--- config.mk ---
export PLATFORM = sky130hd
export DESIGN_NAME = if_stage
export DESIGN_NICKNAME = d
export VERILOG_FILES = /design/src/rtl/if_stage.sv
export SDC_FILE = /design/constraint.sdc
export NUM_CORES = 1
export LEC_CHECK = 0
export BUFFER_PORTS_ARGS = -buffer_cell sky130_fd_sc_hd__buf_2
export CAP_MARGIN = 20
export CORE_AREA = 2 2 97 99
export DETAILED_ROUTE_END_ITERATION = 6
export DIE_AREA = 0 0 99 101
export PLACE_DENSITY_LB_ADDON = 0.12
export SYNTH_ARGS = -nofsm -noshare
export SYNTH_HDL_FRONTEND = slang
export SYNTH_SLANG_ARGS = --single-unit
--- constraint.sdc ---
create_clock -name clk -period 7.9 [get_ports clk]
set_clock_uncertainty 0.2 [all_clocks]
set_input_delay 0.79 -clock clk [delete_from_list [all_inputs] [get_ports clk]]
set_output_delay 0.79 -clock clk [all_outputs]
set_load 0.01 [all_outputs]
--- src/rtl/if_stage.sv ---
// if_stage: LoongArch32 instruction fetch; owns the PC, drives the instruction SRAM
// and hands {inst, pc} to decode, buffering the SRAM word while decode is stalled.
module if_stage #(
   parameter int          FS_TO_DS_BUS_WD = 64,
   parameter int          BR_BUS_WD       = 34,
   parameter logic [31:0] RESET_PC        = 32'h1c000000
) (
   input  logic                       clk,
   input  logic                       reset,
   input  logic                       ds_allowin,
   input  logic [BR_BUS_WD-1:0]       br_bus,
   output logic                       fs_to_ds_valid,
   output logic [FS_TO_DS_BUS_WD-1:0] fs_to_ds_bus,
   output logic                       inst_sram_en,
   output logic [3:0]                 inst_sram_we,
   output logic [31:0]                inst_sram_addr,
   output logic [31:0]                inst_sram_wdata,
   input  logic [31:0]                inst_sram_rdata
);
   logic        br_stall, br_taken;
   logic [31:0] br_target;
   logic [31:0] fs_pc, nextpc, fs_inst, inst_buf;
   logic        fs_valid, inst_buf_valid;
   logic        redirect, hold, fs_allowin;
   assign {br_stall, br_taken, br_target} = br_bus;
   assign redirect        = br_taken & ds_allowin;
   assign hold            = br_stall | (br_taken & ~ds_allowin);
   assign nextpc          = redirect ? br_target : fs_pc + 32'd4;
   assign fs_allowin      = ~fs_valid | ds_allowin;
   assign inst_sram_en    = ~reset & fs_allowin & ~hold;
   assign inst_sram_addr  = nextpc;
   assign inst_sram_we    = 4'b0;
   assign inst_sram_wdata = 32'b0;
   assign fs_inst         = inst_buf_valid ? inst_buf : inst_sram_rdata;
   assign fs_to_ds_valid  = fs_valid & ~br_taken & ~br_stall;
   assign fs_to_ds_bus    = {fs_inst, fs_pc};
   // Whenever fs_allowin is high the current instruction leaves (handed over,
   // cancelled or drained), so the buffer is emptied on those edges.
   always_ff @(posedge clk or posedge reset) begin
      if (reset) begin
         fs_pc          <= RESET_PC - 32'd4;
         fs_valid       <= 1'b0;
         inst_buf       <= 32'b0;
         inst_buf_valid <= 1'b0;
      end else begin
         if (fs_allowin) fs_valid <= ~hold;
         if (inst_sram_en) fs_pc <= nextpc;
         if (fs_allowin) inst_buf_valid <= 1'b0;
         else if (~inst_buf_valid) begin
            inst_buf       <= inst_sram_rdata;
            inst_buf_valid <= 1'b1;
         end
      end
   end
endmodule

==> out/metrics.yaml <==
status: "complete, no violations"
grt.total_usage_pct: 23.4
grt_antenna_before_repair: 0
diodes: 0
dr.pass1.iters: 4
drive_above_1_share_pct: 37.7
globalRouteOverflowTotal: 0
cp_cell_sequence: "nand4_4 -> nor3_2 -> nand3_1 -> xor2_1 -> a21oi_1 -> buf_2"
crit_path_max_fanout: 14
post-route-period-util_pct: 47.6
crit_arrival_ns: 2.77
cellLeakagePower_nw: 2.68
clk_latency_ns: 0.34
min_period_ns: 3.76
layout.nets: 766
slew_viol_final: 0
vias: 4302
cp.required_ns: 6.91
dp_hpwl_microns: 8500
critPathTopFamily: "simple AND/OR/NAND/NOR gates"
die_x_microns: 99
grt_first_pass_wirelength_microns: 19000
htreeDepth: 3
met2WireLength_microns: 5820
slowest_delay_ns: 0.77
setup_viol: 0
hp-start: "inst_buf[11]"
top_layer: "met4"
cts.sinks: 66
core_area_sq_um: 8980
fin_setup_tns_ns: 0
relSlewSlack_pct: 32.8
syn_to_final_growth_pct: 20.3
layout_common_cells: "buf_2 (166), nand2_1 (153), nor2_1 (43)"
ys_types: 54
path_clk_slew_ns: 0.07
tightest_slew_ns: 1.01
grt_max_degree: 76
rows: 35
drt_iter0_markers: 180
synth_edf_count: 0
io_buffers: 166
start_util_pct: 50.1
drc_errors: 0
syn_area_per_cell_sq_um: 8.18
syn_inst: 550
synth_area_sq_um: 4500
gp_congestion: 0.810
dieHeight_microns: 101
route.met3.wl_microns: 830
end_kind: "output port"
cap_violations: 0
yosysTopAreaCell: "dfrtp_1"
crit_buf_inv: 1
hp-class: "reg2reg"
via_per_inst: 5.30
rr_worst_depth: 6
hold_end: "inst_buf[11]"
ys.flop_type: "dfrtp_1"
ant_nets: 0
power_density_nw_per_um2: 224
async_flop_share_pct: 100
met1_length_microns: 5000
ys_ff_latch: 66
ctsHoldBuffers: 0
synth_top_area_share_pct: 22.3
cts_resized: 0
crit_path_start_kind: "register"
dp_slack_ns: 4.55
grt_pass1_vias: 4027
irDropWorstVdd_uv: 121
path_class: "reg2out"
dieArea_sq_um: 10000
ff2ff_setup_slack_ns: 5.14
rsz0062_at_grt: "false"
hold_violations: 0
hold_depth: 2
layout_commonest_cell: "buf_2"
fmax_mhz: 266
ys_top_cells_by_area: "dfrtp_1 (22%), dfstp_2 (15%), nand2_1 (13%)"
clock_path_buffers: 2
synth_warnings: 0
numCtsBuffers: 9
cts_root_buf: "clkbuf_8"
synth_seq_area_share_pct: 37.4
reg2reg_from: "fs_pc[2]"
setup_ws_ns: 4.14
io_pins: 203
cp_slowest_cell: "nor3_2"
drt_wl_total_microns: 11900
r2r-end: "fs_pc[28]"
avgRoutedWirePerCell_microns: 14.6
cts_tree: "yes"
post-cts-setup-buffers: 0
flip-flops by register name, summed over array words and instances (netlist names):
signal / count
fs_valid: 1
inst_buf: 32
inst_buf_valid: 1
fs_pc: 32
final cells by class:
| type | count | area (sq um) |
|---|---|---|
| Clock inverter | 3 | 17.5 |
| Fill cell | 839 | 3570 |
| Clock buffer | 13 | 149 |
| Tap cell | 111 | 139 |
| Multi-Input combinational cell | 438 | 2510 |
| Timing Repair Buffer | 173 | 883 |
| Inverter | 8 | 30.0 |
| Sequential cell | 66 | 1680 |
logic make-up after synthesis:
family / after synthesis / synth area share, %
AO/OA/AOI/OAI: 84 / 11.8
XOR/XNOR: 26 / 5.06
adder cells (fa/ha/maj): 1 / 0.278
buffers and inverters: 81 / 9.85
flip-flops: 66 / 37.4
multiplexers: 38 / 9.49
other: 1 / 0.0834
AND/OR/NAND/NOR: 253 / 26.0
power by group:
part           switching, mW  internal, mW
sequential            0.0947         0.442
clock                  0.130         0.122
combinational          0.238         0.187
stage by stage:
stage | total power [mW] | hold WS, ns | instances | utilization [%] | instance area, sq um
6_report | 1.21 | 0.278 | 812 | 60.3 | 5410
5_1_grt | 1.29 | 0.312 | 812 | 60.3 | 5410
4_1_cts | 1.22 | 0.283 | 812 | 60.3 | 5410
3_5_place_dp | 0.966 | 0.264 | 796 | 58.4 | 5250
3_3_place_gp | 0.952 | 0.252 | 796 | 58.4 | 5250
2_1_floorplan | 0.807 | 0.240 | 585 | - | 4630
routing by layer:
metal / vias to the layer above / GRT usage [%]
met5: - / 0
li1: 2091 / -
met4: 0 / 8.54
met2: 157 / 39.9
met1: 2036 / 29.3
met3: 18 / 4.92
synth_stat cells (2+ instances only):
master and n:
and3_1 4, a31oi_1 6, o21ai_0 12, nor3_1 6
buf_2 3, and4_1 3, a2bb2oi_1 5, inv_1 8
clkbuf_1 23, dfstp_2 26, xnor2_1 13, a311oi_1 2
o22a_1 4, buf_4 36, nor3_2 2, a41o_1 2
nand3_1 11, dfrtp_1 40, buf_1 11, nand4_1 12
o21ai_1 2, nor4_2 2, xor2_1 13, o22ai_1 4
a21oi_1 35, o21a_1 2, mux2_2 37, nor3b_1 3
a22oi_1 2, nand2_1 154, o32a_1 2, nor2_1 43
how the worst max path moves through the flow:
stage                  start                 end  slack [ns]  depth (start not counted)
global route        fs_pc[7]  inst_sram_addr[27]        3.86                          6
floorplan           fs_pc[2]  inst_sram_addr[26]        4.80                          6
CTS                 fs_pc[7]  inst_sram_addr[27]        4.16                          6
detailed placement  fs_pc[7]  inst_sram_addr[27]        4.55                          6
global placement    fs_pc[7]  inst_sram_addr[27]        4.61                          6
finish              fs_pc[7]  inst_sram_addr[27]        4.14                          6
worst reg2reg max path: cells and delay by family (launching register included):
family	cells	cell delay, ns
AND/OR/NAND/NOR	3	1.03
flip-flops	1	0.59
adder cells (fa/ha/maj)	1	0.22
AO/OA/AOI/OAI	1	0.26
multiplexers	1	0.37
Power figures use the tool's default switching activity.
